`config.mk`:
```
export PLATFORM = sky130hd
export DESIGN_NAME = dm_sba
export DESIGN_NICKNAME = d
export VERILOG_FILES = /design/src/rtl/dm_sba.sv
export SDC_FILE = /design/constraint.sdc
export NUM_CORES = 1
export LEC_CHECK = 0
export BUFFER_PORTS_ARGS = -buffer_cell sky130_fd_sc_hd__buf_2
export CELL_PAD_IN_SITES_DETAIL_PLACEMENT = 0
export CELL_PAD_IN_SITES_GLOBAL_PLACEMENT = 1
export CORE_MARGIN = 2
export CORE_UTILIZATION = 42
export CTS_CLUSTER_DIAMETER = 30
export CTS_CLUSTER_SIZE = 14
export DETAILED_ROUTE_END_ITERATION = 8
export PLACE_DENSITY_LB_ADDON = 0.1
export SKIP_CTS_REPAIR_TIMING = 1
export SLEW_MARGIN = 20
export SYNTH_ARGS = -nofsm -noshare
export SYNTH_HDL_FRONTEND = slang
export SYNTH_SLANG_ARGS = --single-unit
```
`constraint.sdc`:
```
create_clock -name clk -period 2.8 [get_ports clk]
set_clock_uncertainty 0.2 [all_clocks]
set_input_delay 0.56 -clock clk [delete_from_list [all_inputs] [get_ports clk]]
set_output_delay 0.56 -clock clk [all_outputs]
set_load 0.02 [all_outputs]
```
`src/rtl/dm_sba.sv`:
```
// rtl/dm_sba.sv - debug-module system bus access engine; define SBA_TIMEOUT_EN to enable the bus timeout
module dm_sba #(
  parameter int unsigned TIMEOUT_CYCLES = 256
) (
  input  logic        clk,
  input  logic        rst_n,
  input  logic        reg_wr,
  input  logic        reg_rd,
  input  logic [6:0]  reg_addr,
  input  logic [31:0] reg_wdata,
  output logic [31:0] reg_rdata,
  output logic        bus_req,
  output logic        bus_we,
  output logic [31:0] bus_addr,
  output logic [31:0] bus_wdata,
  input  logic        bus_ack,
  input  logic [31:0] bus_rdata,
  input  logic        bus_err,
  output logic        sb_busy
);

  localparam logic [6:0] ADDR_SBCS  = 7'h38;
  localparam logic [6:0] ADDR_SBADDR = 7'h39;
  localparam logic [6:0] ADDR_SBDATA = 7'h3C;

  typedef enum logic {IDLE, BUSY} state_e;

  state_e      state_q, state_d;
  logic        req_q, req_d;
  logic        we_q, we_d;
  logic [31:0] baddr_q, baddr_d;
  logic [31:0] bwdata_q, bwdata_d;
  logic [31:0] sbaddr_q, sbaddr_d;
  logic [31:0] sbdata_q, sbdata_d;
  logic [2:0]  sberror_q, sberror_d;
  logic        busyerr_q, busyerr_d;
  logic        rdonaddr_q, rdonaddr_d;
  logic [2:0]  access_q, access_d;
  logic        autoinc_q, autoinc_d;
  logic        rdondata_q, rdondata_d;
  logic [31:0] rdata_q, rdata_d;
  logic        busy;
  logic        start;
  logic        start_we;
  logic [31:0] sbcs_rd;

`ifdef SBA_TIMEOUT_EN
  localparam int unsigned CW = $clog2(TIMEOUT_CYCLES + 1);
  logic [CW-1:0] cnt_q, cnt_d;
`else
  logic [31:0] unused_timeout;
  assign unused_timeout = 32'(TIMEOUT_CYCLES);
`endif

  assign busy = (state_q != IDLE);

  // sbcs read image: version 1, 32-bit address, only 32-bit accesses supported
  assign sbcs_rd = {3'd1, 6'd0, busyerr_q, busy, rdonaddr_q, access_q, autoinc_q,
                    rdondata_q, sberror_q, 7'd32, 5'b00100};

  // register port decode, start checks, bus completion and timeout
  always_comb begin
    state_d    = state_q;
    req_d      = req_q;
    we_d       = we_q;
    baddr_d    = baddr_q;
    bwdata_d   = bwdata_q;
    sbaddr_d   = sbaddr_q;
    sbdata_d   = sbdata_q;
    sberror_d  = sberror_q;
    busyerr_d  = busyerr_q;
    rdonaddr_d = rdonaddr_q;
    access_d   = access_q;
    autoinc_d  = autoinc_q;
    rdondata_d = rdondata_q;
    rdata_d    = rdata_q;
    start      = 1'b0;
    start_we   = 1'b0;
`ifdef SBA_TIMEOUT_EN
    cnt_d      = cnt_q;
`endif

    if (reg_wr) begin
      case (reg_addr)
        ADDR_SBCS: begin
          if (reg_wdata[22]) busyerr_d = 1'b0;
          sberror_d = sberror_q & ~reg_wdata[14:12];
          if (!busy) begin
            rdonaddr_d = reg_wdata[20];
            access_d   = reg_wdata[19:17];
            autoinc_d  = reg_wdata[16];
            rdondata_d = reg_wdata[15];
          end
        end
        ADDR_SBADDR: begin
          if (busy) begin
            busyerr_d = 1'b1;
          end else begin
            sbaddr_d = reg_wdata;
            start    = rdonaddr_q;
          end
        end
        ADDR_SBDATA: begin
          if (busy) begin
            busyerr_d = 1'b1;
          end else begin
            sbdata_d = reg_wdata;
            start    = 1'b1;
            start_we = 1'b1;
          end
        end
        default: ;
      endcase
    end

    if (reg_rd) begin
      rdata_d = 32'd0;
      case (reg_addr)
        ADDR_SBCS:   rdata_d = sbcs_rd;
        ADDR_SBADDR: rdata_d = sbaddr_q;
        ADDR_SBDATA: begin
          // the stale value is returned even when busy
          rdata_d = sbdata_q;
          if (busy) busyerr_d = 1'b1;
          else if (rdondata_q) start = 1'b1;
        end
        default: ;
      endcase
    end

    // a start only happens while idle; a sticky error drops it silently
    if (start && (sberror_q == 3'd0) && !busyerr_q) begin
      if (access_q != 3'd2) begin
        sberror_d = 3'd4;
      end else if (sbaddr_d[1:0] != 2'b00) begin
        sberror_d = 3'd3;
      end else begin
        state_d  = BUSY;
        req_d    = 1'b1;
        we_d     = start_we;
        baddr_d  = sbaddr_d;
        bwdata_d = sbdata_d;
`ifdef SBA_TIMEOUT_EN
        cnt_d    = '0;
`endif
      end
    end

    if (busy) begin
      if (bus_ack) begin
        state_d = IDLE;
        req_d   = 1'b0;
        if (bus_err) begin
          sberror_d = 3'd7;
        end else begin
          if (!we_q) sbdata_d = bus_rdata;
          if (autoinc_q) sbaddr_d = sbaddr_q + 32'd4;
        end
      end
`ifdef SBA_TIMEOUT_EN
      else if (cnt_q == CW'(TIMEOUT_CYCLES - 1)) begin
        state_d   = IDLE;
        req_d     = 1'b0;
        sberror_d = 3'd1;
      end else begin
        cnt_d = cnt_q + CW'(1);
      end
`endif
    end
  end

  // state and register storage
  always_ff @(posedge clk or negedge rst_n) begin
    if (!rst_n) begin
      state_q    <= IDLE;
      req_q      <= 1'b0;
      we_q       <= 1'b0;
      baddr_q    <= 32'd0;
      bwdata_q   <= 32'd0;
      sbaddr_q   <= 32'd0;
      sbdata_q   <= 32'd0;
      sberror_q  <= 3'd0;
      busyerr_q  <= 1'b0;
      rdonaddr_q <= 1'b0;
      access_q   <= 3'd2;
      autoinc_q  <= 1'b0;
      rdondata_q <= 1'b0;
      rdata_q    <= 32'd0;
`ifdef SBA_TIMEOUT_EN
      cnt_q      <= '0;
`endif
    end else begin
      state_q    <= state_d;
      req_q      <= req_d;
      we_q       <= we_d;
      baddr_q    <= baddr_d;
      bwdata_q   <= bwdata_d;
      sbaddr_q   <= sbaddr_d;
      sbdata_q   <= sbdata_d;
      sberror_q  <= sberror_d;
      busyerr_q  <= busyerr_d;
      rdonaddr_q <= rdonaddr_d;
      access_q   <= access_d;
      autoinc_q  <= autoinc_d;
      rdondata_q <= rdondata_d;
      rdata_q    <= rdata_d;
`ifdef SBA_TIMEOUT_EN
      cnt_q      <= cnt_d;
`endif
    end
  end

  assign reg_rdata = rdata_q;
  assign bus_req   = req_q;
  assign bus_we    = we_q;
  assign bus_addr  = baddr_q;
  assign bus_wdata = bwdata_q;
  assign sb_busy   = busy;

endmodule

```
# After elaboration in Yosys (flattened, before gate mapping)
# Cells that the tools add are included.
# word_totals
output_inout_bits,99
register_bits,173
input_bits,77
elab_cells,82
# op_classes
eq_ne,4
reduce_logical,8
n_addsub,1
n_bitwise,5
muxes,50
# op_table
op,count
$mux 32,14
$pmux 32 s3,1
$add 32x3->32 const B,1
$mux 1,25
$mux 3,8
$eq 7x6->1 const B,3
$reduce_and 3->1,2
$pmux 1 s2,2
$and 3x3->3,1
$logic_not 3->1,1
$ne 3x2->1 const B,1
$not 1->1,3
$not 3->3,1
$logic_and 1x1->1,2
$reduce_bool 2->1,1
$reduce_or 2->1,1
$logic_not 1->1,1

# Logic depth before layout (Yosys ltp)
# Gate-level depths: netlist of run 1.
# logic_depth
depth_word,13
ltp_mapped,9
mapped_depth_nobuf,6

# Worst setup path before layout of run 1
# Ideal clock, no wire load.
# synth_timing
kind,in2reg
startpoint,input reg_addr[0]
endpoint,"register baddr_q[10], in the netlist bus_addr[10]"
required_time_ns,2.475
stages,8
slack_ns,0.294
setup_ns,0.125
t_arrival_ns,2.181
path_buffers,3
cell_sequence,buf_2 and4bb_1 and3_1 buf_2 mux2_4 nor3b_4 buf_4 mux2_2
# synth_via
elab_chain_cells,10
elab_cells_between_ends,15
cone_classes,eq/ne: 2; mux: 8; bitwise: 1; reduce/logical: 4
# synth_lines
element,line,text
from (decl),9,"input logic [6:0] reg_addr,"
"$eq 7x6->1, on equally long branches","84, 118",
$pmux 1 s2,84,case (reg_addr)
$mux 1,83,if (reg_wr) begin
$mux 1,125,else if (rdondata_q) start = 1'b1;
$mux 1,124,if (busy) busyerr_d = 1'b1;
$mux 1,118,case (reg_addr)
$mux 1,116,if (reg_rd) begin
$logic_and 1x1->1 (2 in a row),132,if (start && (sberror_q == 3'd0) && !busyerr_q) begin
$reduce_and 3->1 (no source line),--,
to (signal assigned),196,baddr_q <= baddr_d;
to (decl),31,"logic [31:0] baddr_q, baddr_d;"
# Several ways; a longest one is shown, not always the timed one.
# A chain may end at the register's enable or synchronous reset.

# Worst setup path after layout of run 1
# layout_timing
startpoint,"register state_q, in the netlist sb_busy"
endpoint,"register baddr_q[20], in the netlist bus_addr[20]"
# layout_via
elab_chain_cells,10
elab_cells_between_ends,16
cone_classes,mux: 11; bitwise: 1; reduce/logical: 4
# layout_lines
element,line,text
from (decl),28,"state_e state_q, state_d;"
from (signal assigned),193,state_q <= state_d;
"$mux 1, on equally long branches","104, 96",
$pmux 1 s2,84,
$mux 1,83,
$mux 1,125,
$mux 1,124,
$mux 1,118,
$mux 1,116,
$logic_and 1x1->1 (2 in a row),132,
$reduce_and 3->1 (no source line),--,
# Several ways; a longest one is shown, not always the timed one.

==> metrics.cfg, run 1 <==
[drt]
wl_met3_mm=1.34
top_layer=met4
wire_per_inst_um=18.2
totalWireLength_mm=23.9
first_pass_iters=4
drt_iter0_markers=439
vias=6899
post_drt_via_cell_ratio=5.25
wl_met2_mm=10.8
drc_errors=0
antenna_left=0
wl_met1_mm=11.4

[timing]
finalHoldViolCount=0
tightestPinTransition_ns=0.530
finalCritPeriodShare=0.850
post-route-min-period_ns=2.38
slew_violations=0
tns_ns=0
setup_violations=0
fmax_ghz=0.420
slew_headroom=0.643
grt_setup_unrepaired=false

[global_routing]
antenna_found_initial=0
grt_pass1_wl_mm=38.5
grt_overflow=0
grt_pass1_vias=6861
grt_max_degree=59
grt_use_total=0.230

[final_layout]
nNetsFinal=1115
drive_above_1_share=0.274
design_area_um2=10400
areaGrowthSynthToFinish_pct=22.7
layout_common_cells=buf_2, dfrtp_1, nand2_1
final_common_cell=buf_2
antenna_cells=0

[worst_setup_path]
r2r-start=sb_busy
path_depth=6
endpoint=bus_addr[20]
cp-end-kind=register
crit_family=simple AND/OR/NAND/NOR gates
worstPathRequired_ns=2.92
critical-path-max-stage-delay_ns=0.38
path_cells=and4bb_1 -> and3_1 -> mux2_4 -> nor3b_4 -> buf_12 -> mux2_2
worstSetupStartpoint=sb_busy
start_kind=register
path_class=register to register
timing.rr.end=bus_addr[20]
cpMaxStageDelayCell=dfrtp_1
critical_path_peak_fanout=30
critPathArrivalTime_ns=2.50
reg2reg_slack_ns=0.42
rr_worst_depth=6
cp_num_buf_inv=1

[run]
drv_cap=0

[clocking]
root_buffer=clkbuf_16
cts_tree=yes
clock_latency_ns=0.43
cts.sinks=173
numCtsBuffers=17
clock_path_buffers=2
htree_levels=4
clk_pin_slew_ns=0.07

[power_and_ir_drop]
p_clk_frac=0.444
powerDensity_nw_per_um2=561
p_comb_frac=0.083
max-vdd-ir-drop_uv=437
pwr-share-seq=0.472
netSwitchingFraction=0.255
switchingPower_mw=1.48
p_leak_nw=5.05
power.total_mw=5.81
p_int_mw=4.33

[floorplan]
rows=51
pin_count=176
start_util=0.431
die-area_um2=21200
die_w_um=146
core-area_um2=19600
die_height_um=146

[place]
dpl.hpwl_mm=17.0
gp_congestion=0.877
placedInstanceArea_um2=9710
io_buffers=175

[yosys]
synth_area_per_cell_um2=9.72
synth_edf_count=0
synthArstFlopShare=1.00
syn_nets=946
synth.cell_area_um2=8440
netlist_instances=868
synth_cell_types=51
yosysWarnings=0
synth_ff_type=dfrtp_1
seq_area_frac_synth=0.513
ys_ff_latch=173

[min_path]
hold_class=input pin to register

[run_status]
outcome=complete, no violations

==> cells by family after synthesis <==
kind of cell | after synthesis | synth area share
DFF | 173 | 0.513
buffers and inverters | 142 | 0.0712
AOI/OAI and AO/OA | 179 | 0.132
muxes | 116 | 0.143
adders and majority gates | 1 | 0.00148
and+or+nand+nor | 257 | 0.139
==> through the flow <==
| stage | std cells | setup slack, ns | hold WS [ns] | util |
|---|---|---|---|---|
| after floorplan | 868 | 0.294 | 0.0644 | - |
| after global placement | 1282 | 0.121 | 0.267 | 0.496 |
| after detailed placement | 1282 | 0.0983 | 0.269 | 0.496 |
| after CTS | 1314 | 0.442 | -0.193 | 0.528 |
| after global routing | 1315 | 0.329 | 0.169 | 0.529 |
| final | 1315 | 0.421 | 0.174 | 0.529 |
==> metal layers <==
| metal | GRT usage | vias to the layer above |
|---|---|---|
| li1 | - | 3334 |
| met1 | 0.331 | 3326 |
| met5 | 0 | - |
| met3 | 0.0467 | 26 |
| met2 | 0.347 | 213 |
| met4 | 0.0745 | 0 |
==> Yosys cell counts (3+ instances only) <==
library cell / number / area, um2
nand4_1: 7 / 43.8
dfrtp_1: 172 / 4300
inv_1: 79 / 297
nand3_1: 33 / 165
a311oi_1: 3 / 26.3
a21oi_1: 58 / 290
o221a_2: 3 / 33.8
a211oi_1: 13 / 97.6
and4_1: 4 / 35.0
clkbuf_1: 45 / 169
mux2_2: 32 / 360
a22o_1: 18 / 158
nand2_1: 93 / 349
mux2_1: 3 / 33.8
buf_4: 3 / 22.5
mux2i_1: 80 / 801
buf_6: 3 / 33.8
o21a_1: 5 / 37.5
nor3_1: 14 / 70.1
o21ai_0: 44 / 220
o22ai_1: 18 / 113
and4b_1: 4 / 40.0
buf_2: 8 / 40.0
o2111ai_1: 3 / 26.3
nor2_1: 78 / 293
nor2b_1: 4 / 25.0
and3_1: 9 / 56.3
==> worst min-delay path by stage <==
stage | from | to | slack [ns] | cells past startpoint
final | bus_rdata[25] | sbdata_q[25] | 0.17 | 3
after global routing | bus_rdata[25] | sbdata_q[25] | 0.17 | 3
after CTS | rst_n | sbdata_q[1] | -0.19 | 1
after detailed placement | rst_n | bus_wdata[0] | 0.27 | 1
after global placement | rst_n | bus_wdata[0] | 0.27 | 1
after floorplan | rst_n | access_q[0] | 0.06 | 0
==> registers in the layout (all words and copies together), names as in the netlist <==
name,cells
sbaddr_q,32
reg_rdata,32
sberror_q,3
access_q,3
bus_addr,32
bus_req,1
rdondata_q,1
rdonaddr_q,1
sbdata_q,32
busyerr_q,1
bus_we,1
bus_wdata,32
autoinc_q,1
sb_busy,1
==> power groups by stage <==
stage | Sequential, mW | Combinational [mW] | Clock, mW
after floorplan | 2.75 | 0.274 | 0
after global routing | 2.76 | 0.551 | 2.74
after detailed placement | 2.79 | 0.489 | 0
after CTS | 2.74 | 0.490 | 2.63
after global placement | 2.79 | 0.484 | 0
final | 2.74 | 0.484 | 2.58
==> final cells by class <==
type | count | area (um2)
Clock buffer | 17 | 425
Multi-Input combinational cell | 553 | 3520
Sequential cell | 173 | 4330
Timing Repair Buffer | 213 | 1240
Clock inverter | 15 | 211
Inverter | 79 | 297
Tap cell | 265 | 332
Fill cell | 1897 | 9230
==> tightest hold or removal path, cell delays in order <==
cell	delay, ns
buf_2	0.08
nor2_1	0.03
a21oi_1	0.09
Note: power is estimated with default switching activity, not from simulation.
==> run 2, diff against run 1 <==
==> constraint.sdc (replaced) <==
create_clock -name clk -period 2.41 [get_ports clk]
set_clock_uncertainty 0.2 [all_clocks]
set_input_delay 0.482 -clock clk [delete_from_list [all_inputs] [get_ports clk]]
set_output_delay 0.482 -clock clk [all_outputs]
set_load 0.02 [all_outputs]
==> run 2 against run 1 <==
  * Maximum frequency rose by 4.7%
  * Worst hold slack got worse by 0.076 ns
  * Die area did not move
  * Largest cell class unchanged
==> metrics.cfg, run 2 (synthesis results as in run 1) <==
[global_routing]
grt_use_total=0.232
grt_overflow=0
grt_pass1_vias=6976
antenna_found_initial=0
grt_pass1_wl_mm=39.0
grt_max_degree=56

[place]
dpl.hpwl_mm=17.7
io_buffers=175
placedInstanceArea_um2=9930
gp_congestion=0.865
dp_slack_ns=-0.142
dp.cells=1310

[final_layout]
layout_common_cells=buf_2, dfrtp_1, nand2_1
fill_cells=1899
drive_above_1_share=0.293
seq_area_um2=4330
areaGrowthSynthToFinish_pct=24.7
nNetsFinal=1143
final_common_cell=buf_2
post-route-util=0.537
antenna_cells=0
design_area_um2=10500
multi_input_area_um2=3520
stdcell_count=1343

[floorplan]
die_height_um=146
core-area_um2=19600
start_util=0.431
pin_count=176
die-area_um2=21200
rows=51
die_w_um=146

[timing]
finalCritPeriodShare=0.942
grt_setup_unrepaired=false
layout_setup_ws_ns=0.139
slew_headroom=0.637
finalHoldViolCount=0
slew_violations=0
post-route-min-period_ns=2.27
setup_violations=0
fmax_ghz=0.440
tightestPinTransition_ns=0.545

[clocking]
cts_tree=yes
numCtsBuffers=17
clock_path_buffers=2
clock_latency_ns=0.43
clk_pin_slew_ns=0.07
cts.sinks=173
root_buffer=clkbuf_16
htree_levels=4

[power_and_ir_drop]
pwr-share-seq=0.487
max-vdd-ir-drop_uv=419
p_clk_frac=0.422
p_int_mw=4.78
p_comb_frac=0.091
p_leak_nw=5.16
powerDensity_nw_per_um2=621
switchingPower_mw=1.76
netSwitchingFraction=0.269

[worst_setup_path]
cpMaxStageDelayCell=dfrtp_1
start_kind=register
cp_num_buf_inv=2
critical-path-max-stage-delay_ns=0.37
critical_path_peak_fanout=21
critPathArrivalTime_ns=2.43
crit_family=simple AND/OR/NAND/NOR gates
cp-end-kind=register
worstPathRequired_ns=2.56
path_class=register to register
path_cells=and4bb_1 -> and3_1 -> mux2_4 -> nor3b_4 -> buf_12 -> buf_4 -> mux2i_1

[run_status]
outcome=complete, no violations

[drt]
vias=6940
drt_iter0_markers=366
antenna_left=0
first_pass_iters=6
wire_per_inst_um=18.1
drc_errors=0
totalWireLength_mm=24.4
post_drt_via_cell_ratio=5.17

[run]
drv_cap=0

[min_path]
hold_class=input pin to register

==> run 2: cell types whose count changed in the layout (fill, tap and decap cells not counted) <==
cell        previous run  this run
buf_4                 31        58
clkinvlp_4             2         5
inv_6                  3         5
bufinv_16              4         1
inv_8                  2         3
buf_12                 6         7
clkinv_2               2         0
clkinv_4               2         0
clkbuf_8               0         1
==> run 2: area by class of cell <==
cell class	instances	share of cell area
timing repair buffer	241	0.139
clock inverter	14	0.0138
inverter	79	0.0282
clock buffer	18	0.0417
multi-input combinational	553	0.334
tap	265	0.0315
sequential	173	0.411
==> run 2: through the flow <==
| stage | setup TNS [ns] | hold WS (ns) | power [mW] |
|---|---|---|---|
| 2_1_floorplan | -0.313 | -0.0136 | 3.51 |
| 3_3_place_gp | -1.75 | 0.246 | 3.83 |
| 3_5_place_dp | -5.85 | 0.250 | 3.84 |
| 4_1_cts | 0 | -0.210 | 6.59 |
| 5_1_grt | 0 | 0.0868 | 6.81 |
| 6_report | 0 | 0.0980 | 6.53 |
==> run 2: path summary, 6_finish.rpt <==
kind / from / endpoint / slack, ns / depth (start not counted)
worst max-delay path: sb_busy / bus_wdata[15] / 0.14 / 7
worst min-delay path: bus_rdata[0] / sbdata_q[0] / 0.1 / 3
worst max register to register: sb_busy / bus_wdata[15] / 0.14 / 7
worst min register to register: bus_addr[1] / bus_addr[1] / 0.30 / 1
max in group asynchronous: rst_n / bus_addr[11] / 0.96 / 3
min in group asynchronous: rst_n / reg_rdata[0] / 0.36 / 2
==> run 2: power by group through the flow <==
stage	Combinational, mW	Clock [mW]	Sequential, mW
6_report	0.594	2.76	3.18
5_1_grt	0.671	2.94	3.20
4_1_cts	0.601	2.81	3.18
3_5_place_dp	0.598	0	3.24
3_3_place_gp	0.591	0	3.24
2_1_floorplan	0.318	0	3.19
==> run 2: per-layer routing <==
metal / part of all wire / vias up / track usage
met4: 0.0080 / 0 / 0.0475
met3: 0.044 / 17 / 0.0455
met1: 0.49 / 3359 / 0.334
met5: 0 / - / 0
li1: - / 3393 / -
met2: 0.46 / 171 / 0.367
==> run 2: worst register-to-register path, cell delays in order (launching register included) <==
cell      delay (ns)
dfrtp_1         0.37
and4bb_1        0.30
and3_1          0.22
mux2_4          0.19
nor3b_4         0.29
buf_12          0.22
buf_4           0.21
mux2i_1         0.21
